===== config.mk =====
export PLATFORM = sky130hd
export DESIGN_NAME = datapath_io
export DESIGN_NICKNAME = d
export VERILOG_FILES = /design/src/rtl/datapath_io_pkg.sv /design/src/rtl/datapath_io_io_port.sv /design/src/rtl/gen_reg.sv /design/src/rtl/datapath_io.sv
export SDC_FILE = /design/constraint.sdc
export NUM_CORES = 1
export LEC_CHECK = 0
export ABC_AREA = 1
export ABC_CLOCK_PERIOD_IN_PS = 3100
export CORE_MARGIN = 8
export CORE_UTILIZATION = 53
export CTS_CLUSTER_SIZE = 10
export DETAILED_ROUTE_END_ITERATION = 10
export PLACE_DENSITY = 0.91
export SYNTH_ARGS = -nofsm -noshare
export SYNTH_HDL_FRONTEND = slang
export SYNTH_HIERARCHICAL = 1
export SYNTH_SLANG_ARGS = --single-unit

===== constraint.sdc =====
create_clock -name clock -period 3.1 [get_ports clock]
set_input_delay 0.31 -clock clock [delete_from_list [all_inputs] [get_ports clock]]
set_output_delay 0.31 -clock clock [all_outputs]
set_load 0.01 [all_outputs]

===== src/rtl/datapath_io_pkg.sv =====
// Shared encodings for the accumulator datapath: bus sources and ALU functions.
package datapath_io_pkg;
  localparam logic [2:0] SEL_ZERO = 3'd0;
  localparam logic [2:0] SEL_AR   = 3'd1;
  localparam logic [2:0] SEL_PC   = 3'd2;
  localparam logic [2:0] SEL_DR   = 3'd3;
  localparam logic [2:0] SEL_AC   = 3'd4;
  localparam logic [2:0] SEL_IR   = 3'd5;
  localparam logic [2:0] SEL_TR   = 3'd6;
  localparam logic [2:0] SEL_MEM  = 3'd7;

  localparam logic [2:0] OP_AND     = 3'd0;
  localparam logic [2:0] OP_ADD     = 3'd1;
  localparam logic [2:0] OP_PASS_DR = 3'd2;
  localparam logic [2:0] OP_CMA     = 3'd3;
  localparam logic [2:0] OP_CIR     = 3'd4;
  localparam logic [2:0] OP_CIL     = 3'd5;
  localparam logic [2:0] OP_INP     = 3'd6;
  localparam logic [2:0] OP_PASS_AC = 3'd7;
endpackage


===== src/rtl/datapath_io_io_port.sv =====
// INPR/OUTR with FGI/FGO flags and device handshakes; one-edge latency, flags are the backpressure.
module io_port #(
  parameter int IO_W = 8
) (
  input  logic            clock,
  input  logic            reset,
  input  logic            in_valid,
  input  logic [IO_W-1:0] in_data,
  output logic            in_ready,
  input  logic            inp_take,
  input  logic            outr_ld,
  input  logic [IO_W-1:0] outr_d,
  output logic            out_valid,
  output logic [IO_W-1:0] out_data,
  input  logic            out_ready,
  output logic [IO_W-1:0] inpr,
  output logic            fgi,
  output logic            fgo
);
  assign in_ready  = ~fgi;
  assign out_valid = ~fgo;

  always_ff @(posedge clock or negedge reset) begin
    if (!reset) begin
      inpr     <= '0;
      out_data <= '0;
      fgi      <= 1'b0;
      fgo      <= 1'b1;
    end else begin
      if (in_valid && in_ready) begin
        inpr <= in_data;
        fgi  <= 1'b1;
      end else if (inp_take) begin
        fgi <= 1'b0;
      end
      // A new OUTR load overrides a completing handshake in the same cycle.
      if (outr_ld) begin
        out_data <= outr_d;
        fgo      <= 1'b0;
      end else if (out_valid && out_ready) begin
        fgo <= 1'b1;
      end
    end
  end
endmodule


===== src/rtl/gen_reg.sv =====
// Generic register with clear > load > increment priority; updates one edge after the strobe.
module gen_reg #(
  parameter int W = 16
) (
  input  logic         clock,
  input  logic         reset,
  input  logic         clr,
  input  logic         ld,
  input  logic         incr,
  input  logic [W-1:0] d,
  output logic [W-1:0] q
);
  always_ff @(posedge clock or negedge reset) begin
    if (!reset)    q <= '0;
    else if (clr)  q <= '0;
    else if (ld)   q <= d;
    else if (incr) q <= q + 1'b1;
  end
endmodule


===== src/rtl/datapath_io.sv =====
// Accumulator datapath: registers, bus mux, ALU, sequence counter, flags and I/O port.
// Every register updates one edge after its strobe; memory read data is used combinationally.
module datapath_io
  import datapath_io_pkg::*;
#(
  parameter int DATA_W = 16,
  parameter int ADDR_W = 12,
  parameter int IO_W   = 8,
  parameter int SC_W   = 4
) (
  input  logic                 clock,
  input  logic                 reset,
  input  logic                 AR_ld, PC_ld, DR_ld, AC_ld, IR_ld, TR_ld,
  input  logic                 AR_incr, PC_incr, DR_incr, AC_incr, TR_incr,
  input  logic                 AR_clr, PC_clr, DR_clr, AC_clr, TR_clr,
  input  logic                 E_ld, E_clr, E_cmp,
  input  logic                 IEN_set, IEN_clr,
  input  logic                 R_chk, R_clr,
  input  logic                 sc_incr, sc_clr,
  input  logic                 inp_take,
  input  logic                 outr_ld,
  input  logic [2:0]           bus_select,
  input  logic [2:0]           alu_op_select,
  input  logic                 mem_we,
  output logic [ADDR_W-1:0]    mem_addr,
  output logic [DATA_W-1:0]    mem_wdata,
  output logic                 mem_we_o,
  input  logic [DATA_W-1:0]    mem_rdata,
  input  logic                 in_valid,
  input  logic [IO_W-1:0]      in_data,
  output logic                 in_ready,
  output logic                 out_valid,
  output logic [IO_W-1:0]      out_data,
  input  logic                 out_ready,
  output logic [ADDR_W-1:0]    AR_out, PC_out,
  output logic [DATA_W-1:0]    DR_out, AC_out, IR_out, TR_out,
  output logic                 E_out, IEN_out, R_out, FGI_out, FGO_out,
  output logic [SC_W-1:0]      SC_out,
  output logic [2**SC_W-1:0]   T,
  output logic                 CO, OVF, N, Z
);
  logic [DATA_W-1:0] bus;
  logic [DATA_W-1:0] alu_res;
  logic [DATA_W:0]   sum;
  logic              e_next;
  logic [IO_W-1:0]   inpr;

  always_comb begin
    bus = '0;
    case (bus_select)
      SEL_AR:  bus[ADDR_W-1:0] = AR_out;
      SEL_PC:  bus[ADDR_W-1:0] = PC_out;
      SEL_DR:  bus = DR_out;
      SEL_AC:  bus = AC_out;
      SEL_IR:  bus = IR_out;
      SEL_TR:  bus = TR_out;
      SEL_MEM: bus = mem_rdata;
      default: bus = '0;
    endcase
  end

  assign sum = {1'b0, AC_out} + {1'b0, DR_out};

  // CO reports the bit leaving the word: ADD carry or the rotated-out bit.
  always_comb begin
    alu_res = AC_out;
    e_next  = E_out;
    CO      = 1'b0;
    OVF     = 1'b0;
    case (alu_op_select)
      OP_AND:     alu_res = AC_out & DR_out;
      OP_ADD: begin
        alu_res = sum[DATA_W-1:0];
        e_next  = sum[DATA_W];
        CO      = sum[DATA_W];
        OVF     = (AC_out[DATA_W-1] == DR_out[DATA_W-1]) &&
                  (sum[DATA_W-1] != AC_out[DATA_W-1]);
      end
      OP_PASS_DR: alu_res = DR_out;
      OP_CMA:     alu_res = ~AC_out;
      OP_CIR: begin
        alu_res = {E_out, AC_out[DATA_W-1:1]};
        e_next  = AC_out[0];
        CO      = AC_out[0];
      end
      OP_CIL: begin
        alu_res = {AC_out[DATA_W-2:0], E_out};
        e_next  = AC_out[DATA_W-1];
        CO      = AC_out[DATA_W-1];
      end
      OP_INP:     alu_res[IO_W-1:0] = inpr;
      default:    alu_res = AC_out;
    endcase
  end

  assign N = alu_res[DATA_W-1];
  assign Z = (alu_res == '0);

  gen_reg #(.W(ADDR_W)) u_ar (.clock, .reset, .clr(AR_clr), .ld(AR_ld), .incr(AR_incr),
                              .d(bus[ADDR_W-1:0]), .q(AR_out));
  gen_reg #(.W(ADDR_W)) u_pc (.clock, .reset, .clr(PC_clr), .ld(PC_ld), .incr(PC_incr),
                              .d(bus[ADDR_W-1:0]), .q(PC_out));
  gen_reg #(.W(DATA_W)) u_dr (.clock, .reset, .clr(DR_clr), .ld(DR_ld), .incr(DR_incr),
                              .d(bus), .q(DR_out));
  gen_reg #(.W(DATA_W)) u_ac (.clock, .reset, .clr(AC_clr), .ld(AC_ld), .incr(AC_incr),
                              .d(alu_res), .q(AC_out));
  gen_reg #(.W(DATA_W)) u_ir (.clock, .reset, .clr(1'b0), .ld(IR_ld), .incr(1'b0),
                              .d(bus), .q(IR_out));
  gen_reg #(.W(DATA_W)) u_tr (.clock, .reset, .clr(TR_clr), .ld(TR_ld), .incr(TR_incr),
                              .d(bus), .q(TR_out));

  always_ff @(posedge clock or negedge reset) begin
    if (!reset) begin
      E_out   <= 1'b0;
      IEN_out <= 1'b0;
      R_out   <= 1'b0;
      SC_out  <= '0;
    end else begin
      if (E_clr)      E_out <= 1'b0;
      else if (E_ld)  E_out <= e_next;
      else if (E_cmp) E_out <= ~E_out;

      if (IEN_clr)      IEN_out <= 1'b0;
      else if (IEN_set) IEN_out <= 1'b1;

      if (R_clr)      R_out <= 1'b0;
      else if (R_chk) R_out <= IEN_out & (FGI_out | FGO_out);

      if (sc_clr)       SC_out <= '0;
      else if (sc_incr) SC_out <= SC_out + 1'b1;
    end
  end

  always_comb begin
    T = '0;
    T[SC_out] = 1'b1;
  end

  io_port #(.IO_W(IO_W)) u_io (
    .clock, .reset, .in_valid, .in_data, .in_ready, .inp_take, .outr_ld,
    .outr_d(AC_out[IO_W-1:0]), .out_valid, .out_data, .out_ready,
    .inpr, .fgi(FGI_out), .fgo(FGO_out)
  );

  assign mem_addr  = AR_out;
  assign mem_wdata = bus;
  assign mem_we_o  = mem_we;
endmodule


==> results of run 1 <==
-- critical path: stages, from the launching register on --
cell and delay [ps]:
dfrtp_1 410, ha_1 380, nand2_1 170, nor2_1 220
nand2_2 110, nand2_2 90, nand2_1 70, nand3_2 90
a21oi_2 80, nor2_1 110, nand2_1 90, nor2_1 120
nand2_1 70, nor2_2 140, buf_2 150
-- synth_stat cells (8+ instances only) --
cell type  number  area (um2)
a21oi_1        31         155
a22oi_1        15         113
buf_4          33         248
buf_6           9         101
dfrtp_1       112        2800
ha_1           26         325
inv_1         168         631
inv_2          13        48.8
nand2_1       514        1930
nand2_2        19         119
nand3_1       130         651
nand3_2         8        80.1
nand3b_1       14         105
nand4_1        34         213
nor2_1        259         972
nor2_2         20         125
nor2_4         12         135
nor3_1         18        90.1
o2111ai_1       9        78.8
o21ai_0        58         290
o21ai_1        33         165
o22ai_1        14        87.6
o31ai_1        13        97.6
xor2_1         26         228
-- stage by stage --
stage | hold slack [ps] | utilization, % | instances | setup WS [ps] | cell area [um2]
after global routing | 425 | 71.7 | 2201 | -90.5 | 13900
after detailed placement | 402 | 67.9 | 2166 | 4.17 | 13200
final | 421 | 71.7 | 2201 | 59.3 | 13900
after CTS | 419 | 71.2 | 2199 | -18.0 | 13800
after floorplan | 14.4 | - | 1661 | 647 | 10400
after global placement | 397 | 67.9 | 2166 | 3.41 | 13200
-- power by group through the flow --
| stage | Combinational [W] | Sequential [W] | Clock, W |
|---|---|---|---|
| CTS | 0.00162 | 0.00178 | 0.00211 |
| global route | 0.00181 | 0.00181 | 0.00219 |
| floorplan | 0.000751 | 0.00184 | 0 |
| global placement | 0.00158 | 0.00180 | 0 |
| detailed placement | 0.00161 | 0.00181 | 0 |
| finish | 0.00168 | 0.00179 | 0.00211 |
-- final timing paths --
check,start,to,slack (ps),depth (start not counted)
worst max-delay path,u_ac/q[3],Z,60,14
worst min-delay path,IEN_clr,IEN_out,420,2
worst max register to register,u_dr/q[0],u_ac/q[14],800,18
worst min register to register,u_io/inpr[1],u_io/inpr[1],470,2
max in group asynchronous,reset,u_dr/q[1],1810,3
min in group asynchronous,reset,u_ac/q[15],470,2
-- routing by layer --
metal	global-route usage, %	part of all wire [%]	vias up	wire [um]
met5	0	0	-	0
met2	54.0	44	999	18600
met4	19.3	5.8	0	2460
met1	42.9	37	5893	16000
li1	-	-	5902	-
met3	8.92	13	206	5540
-- cell usage in the layout (no fill, tap or decap), types with 5 or more instances in the layout --
cell type | netlist | routed
o2111ai_1 | 9 | 9
a22o_1 | 5 | 5
inv_4 | 6 | 6
nand2_1 | 514 | 509
clkinv_4 | 0 | 5
xor2_1 | 26 | 26
nor2_4 | 12 | 13
buf_12 | 0 | 5
a21oi_1 | 31 | 28
nor2_1 | 259 | 256
nand2_2 | 19 | 24
nand3_2 | 8 | 10
dfrtp_1 | 112 | 111
o22ai_1 | 14 | 14
o21ai_1 | 33 | 33
nor3_4 | 6 | 6
o21ai_0 | 58 | 58
buf_4 | 33 | 78
nand3b_1 | 14 | 14
inv_1 | 168 | 168
or2_2 | 6 | 6
o211ai_1 | 6 | 6
nand4_1 | 34 | 34
a22oi_1 | 15 | 15
nor3_1 | 18 | 17
ha_1 | 26 | 21
inv_2 | 13 | 13
clkbuf_16 | 0 | 17
nand3_1 | 130 | 128
a221oi_1 | 7 | 7
o31ai_1 | 13 | 13
clkdlybuf4s50_1 | 0 | 210
nor2_2 | 20 | 22
-- registers in the layout (all words and copies together), names as in the netlist --
| signal | cells |
|---|---|
| u_ac/q | 16 |
| u_dr/q | 16 |
| u_ir/q | 16 |
| u_tr/q | 16 |
| u_ar/q | 12 |
| u_pc/q | 12 |
| u_io/inpr | 8 |
| u_io/out_data | 8 |
| SC_out | 4 |
| E_out | 1 |
| IEN_out | 1 |
| R_out | 1 |
| u_io/fgi | 1 |
| u_io/fgo | 1 |
-- cell families after synthesis --
| kind of cell | Yosys count | share of synthesized area [%] |
|---|---|---|
| AO/OA/AOI/OAI | 204 | 12.4 |
| XOR/XNOR | 26 | 2.19 |
| adder cells (fa/ha/maj) | 27 | 3.32 |
| buffers and inverters | 243 | 10.8 |
| flip-flops | 113 | 27.2 |
| other | 1 | 0.0360 |
| AND/OR/NAND/NOR | 1044 | 44.1 |
-- area by class of cell --
| cell class | count | area (um2) |
|---|---|---|
| clock inverter | 13 | 176 |
| sequential | 113 | 2830 |
| multi-input combinational | 1305 | 6570 |
| fill | 1645 | 5490 |
| timing repair buffer | 299 | 2840 |
| clock buffer | 19 | 443 |
| tap | 265 | 332 |
| inverter | 187 | 717 |
-- what timing repair did --
action / in CTS / in global routing
hold endpoints to repair: 50 / 0
setup endpoints to repair: 4 / 4
pin swaps: 0 / 5
resized for setup: 9 / 22
buffers inserted: 0 / 2
hold buffers: 1 / 0
==> summary by stage, run 1 <==
Timing
The final critical path takes up 98.1% of the cycle. Setup repair after global routing could not meet its margin everywhere. The max-slew violation count is 0. On the final layout, the worst clock skew is 14.5 ps. Setup total negative slack on the finished layout was measured at 0 ps. The transition time at the pin with the least slew margin is 710 ps. Headroom to the max-slew limit came out at 52.7%. For the finished layout, the period the worst path requires is 3040 ps. Static timing analysis puts the maximum clock frequency at 0.329 GHz. The number of endpoints with negative hold slack in the final report is 0.

The final setup violation count is 0.

Floorplan
From bottom edge to top edge, the die measures 156 um. The initialized floorplan defines 51 standard-cell rows. The initial core utilization is 53.7%. The floorplan step defined a die boundary enclosing 0.0244 mm2. The total area inside the core boundary comes to 0.0194 mm2. The floorplan die width is 156 um. The boundary pin count is 218.

Drt
After detailed routing, the number of remaining DRC violations is 0. Once detail routing completed, the nets flagged for antenna violations numbered 0. The average wire length per cell after detail routing is 19.4 um. For this block, the via count after detailed routing is 13000. The final routed wirelength across all metal layers is 42600 um.

The DRC violation total after the first TritonRoute iteration is 1625. The first-pass detailed-route iteration total is 8. After detailed routing, the number of vias per cell comes to 5.91.

Logic synthesis
The share of synthesized flip-flops with an asynchronous set or reset is 100%. The Yosys step of the flow raised 6 warnings. The number of distinct library cell variants in the gate-level netlist after synthesis is 47.

The number of flops mapped to enable cells by yosys is 0. The flip-flop and latch count after synthesis is 113. Among all flip-flop cells after synthesis, the most frequent one is dfrtp_1.

The share of synthesized area occupied by flip-flops and latches is 27.2%. The synthesized area per cell is 6.28 um2. Synthesis produced 1658 cells.

After synthesis the cells add up to 0.0104 mm2.

GRT
Entering global routing, the biggest net connects 63 pins. The global-route congestion overflow total is 0. For this run, the total global-route usage over all layers was measured as 34.6%.

The first global-routing pass estimated 66300 um of wire. The number of antenna violations at the first check in global routing is 0. The via count of the first global-routing pass was 12400.

Clock network
The CTS tree is done. For the worst-skew pair, the clock arrives at the later sink with an insertion delay of 430 ps. The tree is rooted in a clkbuf_16. The clock transition at the registers of the reported paths is 60 ps. The clock passes through at most 2 buffers. Counting the buffers created by CTS gives 17.

The H-tree generated during clock tree synthesis spans 4 levels. CTS saw 113 sinks.

Power and ir drop
The share of total power in sequential cells is 32.1%. Net switching is 35.3% of the power. The largest voltage drop on the vdd net is 383 uV. The analysis attributes to cell leakage a power of 6.41 nW. The power density relative to cell area is 402 mW/mm2. The internal portion of the total power is 0.00361 W. The total power is 0.00558 W.

The switching power is 0.00197 W. The relative contribution of the clock network to total power is 37.7%. Of the total power, combinational logic draws 30.1%.

Cells and area
From synthesis to final layout, the design area changed by 33.5%. Of the cells placed in the final design, the portion with a size suffix greater than 1 is 12.2%. The number of inserted diodes is 0.

The final net count is 2012.

Place
The HPWL after detailed placement is 31700 um. The number of I/O port buffers is 215. The global placement routability congestion is 1.02.

Run
Max-cap violations in this run came to 0.

Setup path
The worst setup path is launched from a flip-flop. The type of destination of the critical path is an output pin. The worst setup path is of the flip-flop to output pin kind.

In this run the worst path has a maximum fanout of 5. The data arrival at the endpoint of the critical path is 2730 ps. The critical path data required time is 2790 ps.

Worst hold path
The worst min-delay path category is primary input to flip-flop.

Run status
The flow ran to the end, and the final reports show no timing, DRC or antenna violations.
Note: power is estimated with default switching activity, not from simulation.
==> run 2, diff against run 1 <==
--- a/config.mk
+++ b/config.mk
@@ -7,7 +7,6 @@
 export LEC_CHECK = 0
 export ABC_AREA = 1
 export ABC_CLOCK_PERIOD_IN_PS = 3100
-export CORE_MARGIN = 8
 export CORE_UTILIZATION = 53
 export CTS_CLUSTER_SIZE = 10
 export DETAILED_ROUTE_END_ITERATION = 10
==> summary by stage, run 2 (synthesis results as in run 1) <==
Run status
The flow ran to the end, and the final reports show no timing, DRC or antenna violations.

Clock network
The clock net sink count is 113 (unchanged). The maximum clock insertion buffer count is 2 (unchanged). The maximum level of the CTS H-tree is 4 (unchanged).

The later-pin clock latency in the skew report is 430 ps (about the same). The cell at the root of the clock tree is clkbuf_16. The CTS tree is done.

The clock transition at the registers of the reported paths is 60 ps (about the same). The total CTS buffers was 17 (unchanged).

Place
The global placement routability congestion was 0.958 (-6.1%). The number of instances in the placed design came to 2161 (-0.23%). The worst setup slack before clock tree synthesis is 11.8 ps (+7.61 ps). The HPWL after detailed placement is 30900 um (-2.4%).

The number of I/O port buffers is 215 (unchanged). The area after detailed placement is 0.0131 mm2 (-0.33%).

Timing
The worst clock skew came to 15.4 ps (+0.898 ps). The max-slew violation count is 0 (unchanged). The final clock period utilization by the worst path is 97.0% (-1.1 points). The final worst setup slack was 92.3 ps (+33.0 ps). The minimum period implied by the final worst setup slack is 3010 ps (-33.0 ps). The number of endpoints with negative hold slack in the final report is 0 (unchanged). The transition time at the pin with the least slew margin is 621 ps (-89.0 ps). Setup repair after global routing could not meet its margin everywhere. The worst max-slew margin expressed relative to the limit was 58.5% (+5.8 points). The final setup violation count is 0 (unchanged). The maximum clock rate is 0.332 GHz (+1.1%).

GRT
The global-route wire length before repair is 64500 um (-2.6%). The global-route total usage across every layer is 41.6% (+7.0 points). The number of antenna violations at the first check in global routing was 0 (unchanged). The global-route congestion overflow total is 0 (unchanged). The via count of the first global-routing pass is 12100 (-2.2%).

The maximum number of pins on one net before global-route repair is 38 (-40%).

Floorplan
The boundary pin count is 218 (unchanged). The area of the die is 0.0202 mm2 (-17%). The initial core utilization came to 54.9% (+1.3 points).

The floorplan die width is 142 um (-9.0%). The number of cell rows is 50 (-2.0%). The die extent in y is 142 um (-9.0%). The area of the core is 0.0190 mm2 (-2.3%).

Power and ir drop
The total power is 0.00545 W (-2.3%). The largest voltage drop on the vdd net came to 366 uV (-4.4%). The power density relative to cell area is 393 mW/mm2 (-2.1%). The standby leakage power came to 6.37 nW (-0.64%).

Cells and area
The fraction of layout cells with a size suffix above 1 came to 12.5% (+0.21 points). The post-route core utilization is 73.2% (+1.5 points). The number of inserted diodes is 0 (unchanged). The final net count came to 2012 (unchanged). The library cells used most frequently in the layout, excluding fill and tap cells, are nand2_1, nor2_1, clkdlybuf4s50_1.

The final design instance area without fill is 0.0139 mm2 (-0.23%). The post-route non-filler standard cell count is 2195 (-0.27%). The area overhead of the layout relative to synthesis is 33.2%. The library cell used most frequently in the layout, excluding fill and tap cells, is nand2_1.

Drt
The antenna violation net count after detailed routing was 0 (unchanged). The average wire length per cell after detail routing is 19.0 um (-2.1%). The average via count per standard cell is 5.86 (-0.71%). The first-pass detailed-route iteration total is 8 (unchanged).

The final routed wirelength across all metal layers was 41600 um (-2.4%). The DRC violation total after the first TritonRoute iteration came to 1655 (+1.8%). The remaining design rule violation count was 0 (unchanged). The routed via count is 12900 (-0.98%).

Run
The total of max-cap violations is 0 (unchanged).

Setup path
The kind of launch point of the worst setup path is a flip-flop. The type of the worst setup path is flip-flop to output pin. The maximum net fanout on the critical path is 5 (unchanged). The data arrival at the endpoint of the critical path is 2700 ps (-30 ps).

The critical path data required time is 2790 ps (about the same). The worst setup path is captured at an output pin.

Worst hold path
The worst min-delay path category is primary input to async pin.
==> run 2: layout make-up <==
class	count	area (um2)
multi-input cells	1305	6600
fillers	1537	5080
flip-flops and latches	113	2830
repair buffers	299	2820
inverters	187	721
clock buffers	17	425
well taps	260	325
clock inverters	14	156
==> run 2: through the flow <==
stage	TNS [ps]	hold WS [ps]
after floorplan	0	14.4
after global placement	0	297
after detailed placement	0	302
after CTS	0	398
after global routing	-29.8	441
final	0	390
==> run 2: critical path, cell delays in order (launching register included) <==
cell     delay [ps]
dfrtp_1         420
ha_1            350
nand2_1         160
inv_1            50
a21oi_1         240
inv_1            80
a21oi_1         190
nand3_1         100
nand3_1         150
nand2_1          70
nand2_1          70
nand3_1         100
nor2_1          150
buf_2           150
==> run 2: layer usage <==
layer,track usage (%),share of wire (%)
met3,8.85,11
met4,21.8,5.3
met2,67.8,45
met5,0,0
met1,51.8,38
==> run 2: timing repair <==
item / 4_1_cts / 5_1_grt
setup buffers: 0 / 2
resized for setup: 14 / 18
hold endpoints to repair: 34 / 0
pin swaps: 0 / 1
endpoints found under the setup margin: 4 / 8
hold buffers: 1 / 0
==> run 2: where the power goes <==
part | switching, W | internal [W]
clock | 0.000794 | 0.00119
sequential | 0.000199 | 0.00160
combinational | 0.000960 | 0.000713
total | 0.00195 | 0.00350
==> run 2: worst paths after layout <==
kind | from | end | slack, ps | cells after the start
hold / removal | reset | SC_out[1] | 390 | 2
hold reg to reg | u_io/inpr[4] | u_io/inpr[4] | 480 | 2
setup / recovery | u_ac/q[7] | Z | 90 | 13
min in group clock | out_ready | u_io/fgo | 430 | 3
setup reg to reg | u_ac/q[7] | u_ac/q[13] | 780 | 15
max in group asynchronous | reset | u_io/fgo | 1900 | 3
==> RTL change 1, RTL diff (settings of run 1) <==
The parameter `ADDR_W` goes from 12 to 10.
--- a/src/rtl/datapath_io.sv
+++ b/src/rtl/datapath_io.sv
@@ -4,7 +4,7 @@
   import datapath_io_pkg::*;
 #(
   parameter int DATA_W = 16,
-  parameter int ADDR_W = 12,
+  parameter int ADDR_W = 10,
   parameter int IO_W   = 8,
   parameter int SC_W   = 4
 ) (
Interface: changed (resized AR_out, PC_out and mem_addr); port bits go from 218 to 212. No check against the original RTL was run, so the function may have changed too.
==> RTL change 1 against run 1 <==
Setup slack worse by 0.052 ns; worst hold slack worse by 0.43 ns; global-route usage is 1.9 points lower; synthesized cell count is 1.4% lower; the run now ends with negative hold slack left; non-clock buffer count is 8 lower; wire length is 7.0% lower; sequential cell count is 4 lower; synthesized area is 3.3% lower; cell area is 5.5% lower; power is 19% lower.
==> RTL change 1: results <==
metrics = {
    "synthesis": {
        "synthTopCellsByCount": "544 x nand2_1, 252 x nor2_1, 183 x inv_1, 119 x nand3_1, 108 x dfrtp_1",
        "syn_inst": 1634,
        "synth_area_leaders": "dfrtp_1 27%, nand2_1 20%, nor2_1 9.4%, inv_1 6.8%, nand3_1 5.9%",
        "synthArstFlopShare": 1.00,
        "synthAdderAreaFrac": 0.0343,
        "synth-compound-area-share": 0.114,
        "synthXorXnorAreaFrac": 0.0261,
    },
    "critical_path": {
        "r2r_cells": 16,
        "r2r_end": "u_ac/q[10]",
        "rrSetupSlack_ns": 0.76,
        "cpMaxStageDelayCell": "fa_2",
        "critPathMaxStageDelay_ns": 0.43,
        "cp_max_fo": 3,
        "crit_arrival_ns": 2.78,
    },
    "final_layout": {
        "seq_cells": 109,
        "multi_input_gates": 1280,
        "finalNonFillerCells": 2129,
        "fillCellCount": 1615,
        "seq_area_sq_mm": 0.00273,
        "drive_gt1_frac": 0.108,
        "buf_share": 0.208,
        "multiInputGateArea_sq_mm": 0.00634,
        "nets": 1979,
        "clkCellAreaFrac": 0.0222,
    },
    "timing": {
        "worst_pin_slew_ns": 0.723,
        "layout_setup_ws_ns": 0.00693,
        "hold_viol": 11,
        "skew_ns": 0.0104,
        "fin_hold_ws_ns": -0.00499,
    },
    "min_path": {
        "hp-class": "in2async",
    },
    "placement": {
        "post-place-ws_ns": -0.0637,
        "dp_hpwl_microns": 31000,
        "io_buffers": 209,
        "place_area_sq_mm": 0.0128,
    },
    "grt": {
        "use_met3": 0.0589,
        "grt_use_total": 0.327,
        "grt_max_degree": 59,
        "grt_pass1_vias": 11600,
    },
    "status": {
        "failed_checks": "negative hold slack",
        "run_status": "complete, but fails checks",
    },
    "routing": {
        "post_drt_wl_per_cell_microns": 18.6,
        "m1WireLength_microns": 15500,
        "dr_wl_met2_microns": 18000,
        "first_iter_violations": 1427,
        "vias_per_cell": 5.76,
        "wl_met3_microns": 4300,
    },
    "power": {
        "leakagePower_nw": 6.21,
        "p_comb_mw": 1.61,
        "clockPowerShare": 0.262,
        "vdd_drop_max_v": 0.000248,
        "cell_internal_pwr_mw": 2.80,
        "p_sw_frac": 0.379,
    },
    "cts": {
        "clk_latency_ns": 0.37,
        "htree_levels": 3,
        "numCtsBuffers": 9,
        "clkTransAtPathRegs_ns": 0.08,
    },
    "floorplanning": {
        "tapCellCount": 234,
    },
}
RTL change 1: changes by cell type after synthesis, moves of 4 or more:
| cell | run 1 | this run |
|---|---|---|
| o21ai_0 | 58 | 69 |
| o21ai_1 | 33 | 22 |
| buf_6 | 9 | 3 |
| nand3b_1 | 14 | 9 |
| dfrtp_1 | 112 | 108 |
| o22ai_1 | 14 | 9 |
| inv_1 | 168 | 183 |
| nand2_1 | 514 | 544 |
| nand2_2 | 19 | 15 |
| a21oi_1 | 31 | 19 |
| buf_2 | 6 | 10 |
| nand3_1 | 130 | 119 |
| nor2_1 | 259 | 252 |
| buf_4 | 33 | 29 |
RTL change 1: worst min path at each step:
stage               startpoint                to  slack [ns]  cells after the start
finish                   reset         u_ac/q[5]      -0.005                      1
global placement         reset  u_io/out_data[0]        0.39                      1
floorplan                reset             E_out        0.01                      0
detailed placement       reset  u_io/out_data[0]        0.40                      1
global route             reset  u_io/out_data[6]        0.05                      1
CTS                      reset           IEN_out        0.02                      1
==> RTL change 2, RTL diff (settings of run 1) <==
Made on the original files. Reset style: synchronous (`reset`), changed in 3 clocked blocks.
--- a/src/rtl/datapath_io_io_port.sv
+++ b/src/rtl/datapath_io_io_port.sv
@@ -20,7 +20,7 @@
   assign in_ready  = ~fgi;
   assign out_valid = ~fgo;
 
-  always_ff @(posedge clock or negedge reset) begin
+  always_ff @(posedge clock) begin
     if (!reset) begin
       inpr     <= '0;
       out_data <= '0;
--- a/src/rtl/gen_reg.sv
+++ b/src/rtl/gen_reg.sv
@@ -10,7 +10,7 @@
   input  logic [W-1:0] d,
   output logic [W-1:0] q
 );
-  always_ff @(posedge clock or negedge reset) begin
+  always_ff @(posedge clock) begin
     if (!reset)    q <= '0;
     else if (clr)  q <= '0;
     else if (ld)   q <= d;
--- a/src/rtl/datapath_io.sv
+++ b/src/rtl/datapath_io.sv
@@ -109,7 +109,7 @@
   gen_reg #(.W(DATA_W)) u_tr (.clock, .reset, .clr(TR_clr), .ld(TR_ld), .incr(TR_incr),
                               .d(bus), .q(TR_out));
 
-  always_ff @(posedge clock or negedge reset) begin
+  always_ff @(posedge clock) begin
     if (!reset) begin
       E_out   <= 1'b0;
       IEN_out <= 1'b0;
Function: differs if reset is asserted again (counterexample within 4 cycles, from zero or initial values and one cycle with reset low); with reset held inactive, the same outputs for 4 cycles.
==> RTL change 2 against run 1 <==
Wire length is 3.8% lower; sequential cell count stayed put; setup slack worse by 0.025 ns; core utilization is 0.52 points higher; cell area is 7.7% lower; highest routed layer is now met5; synthesized area is 9.0% lower.
Power is not compared: it rests on default switching activity, and its combinational part moved more than twofold at a synthesized area within 25%.
==> RTL change 2: results <==
metrics = {
    "status": {
        "run_status": "finished clean",
    },
    "grt": {
        "antenna_found_initial": 2,
        "grt_pass1_wl_microns": 62300,
        "grt_pass1_vias": 11600,
        "grt_use_total": 0.352,
        "grt_max_degree": 18,
    },
    "critical_path": {
        "cp_top_family": "buffers and inverters",
        "crit_arrival_ns": 2.76,
        "critPathMaxStageDelay_ns": 0.63,
        "cp_max_fo": 14,
        "cpMaxStageDelayCell": "clkdlybuf4s50_1",
        "r2r_cells": 14,
    },
    "cts": {
        "numCtsBuffers": 17,
        "htree_levels": 4,
        "post_cts_buffers": 0,
        "cts-resized-gates": 3,
    },
    "routing": {
        "vias_per_cell": 5.97,
        "first_iter_violations": 1776,
        "wirelength_microns": 41000,
        "firstDrtPassIters": 6,
    },
    "final_layout": {
        "drive_gt1_frac": 0.130,
        "nets": 1901,
        "finalNonFillerCells": 2054,
        "fillCellCount": 1527,
    },
    "synthesis": {
        "synth_area_leaders": "dfxtp_1 24%, nand2_1 15%, inv_1 8.0%, nand3_1 6.9%, a22oi_1 6.3%",
        "synthXorXnorAreaFrac": 0.0203,
        "synth.area.mux_share": 0,
        "synthTopCellsByCount": "388 x nand2_1, 202 x inv_1, 134 x nor2_1, 131 x nand3_1, 113 x dfxtp_1",
        "ys.flop_type": "dfxtp_1",
        "synthArstFlopShare": 0,
        "yosysWarnings": 6,
        "syn_inst": 1546,
        "synth-compound-area-share": 0.208,
        "synthDistinctLibCells": 51,
        "synthAdderAreaFrac": 0.0364,
        "ys_seq_area_frac": 0.239,
    },
    "placement": {
        "place_congestion": 1.03,
        "placed_cells": 2022,
        "dp_hpwl_microns": 31400,
        "post-place-ws_ns": 0.0694,
        "place_area_sq_mm": 0.0122,
        "io_buffers": 215,
    },
    "timing": {
        "worst_slew_margin_rel": 0.450,
        "skew_ns": 0.0108,
    },
    "power": {
        "seq_power_mw": 1.54,
    },
}
## RTL change 2: cell count changes in the layout (fill, tap and decap cells not counted), sizes merged, moves of 8 or more
cell    before  now
a21oi       31   95
a22oi       15   79
buf         85   76
dfrtp      112    0
dfxtp        0  113
inv        191  228
nand2      535  407
nand3b      14    4
nand4       34   19
nor2       291  180
o21ai       91   75
o31ai       13    0
xor2        26   18
## RTL change 2: cell type report
| type | instances | area [sq um] | share of cell area |
|---|---|---|---|
| Timing Repair Buffer | 291 | 2730 | 0.213 |
| Inverter | 228 | 858 | 0.0669 |
| Clock inverter | 13 | 135 | 0.0105 |
| Clock buffer | 19 | 443 | 0.0345 |
| Multi-Input combinational cell | 1161 | 6120 | 0.477 |
| Tap cell | 229 | 287 | 0.0223 |
| Sequential cell | 113 | 2260 | 0.176 |
## RTL change 2: per-layer routing
metal / up-vias / share of wire / wire (microns) / GRT usage
li1: 5646 / - / - / -
met1: 5522 / 0.38 / 15400 / 0.420
met5: - / 0.00056 / 23 / 0
met2: 915 / 0.45 / 18500 / 0.577
met4: 4 / 0.051 / 2100 / 0.184
met3: 166 / 0.12 / 4940 / 0.0847
## RTL change 2: worst register-to-register path: stages (launching register included)
cell and delay, ns:
dfxtp_1 0.32, ha_1 0.23, fa_1 0.38, nand2_1 0.17, nand2_1 0.08, nand3b_1 0.11, nand2_2 0.10, nand2_1 0.10
nand3_1 0.07, nand3_1 0.09, nand2_1 0.05, nand2_1 0.08, inv_1 0.06, a22oi_1 0.16, a21oi_1 0.09
## RTL change 2: worst paths after layout
kind,from,endpoint,slack [ns]
worst min register to register,u_io/inpr[4],u_io/inpr[4],0.49
worst max-delay path,bus_select[0],mem_wdata[4],0.03
worst min-delay path,IEN_clr,IEN_out,0.43
worst max register to register,u_dr/q[0],u_ac/q[14],0.90
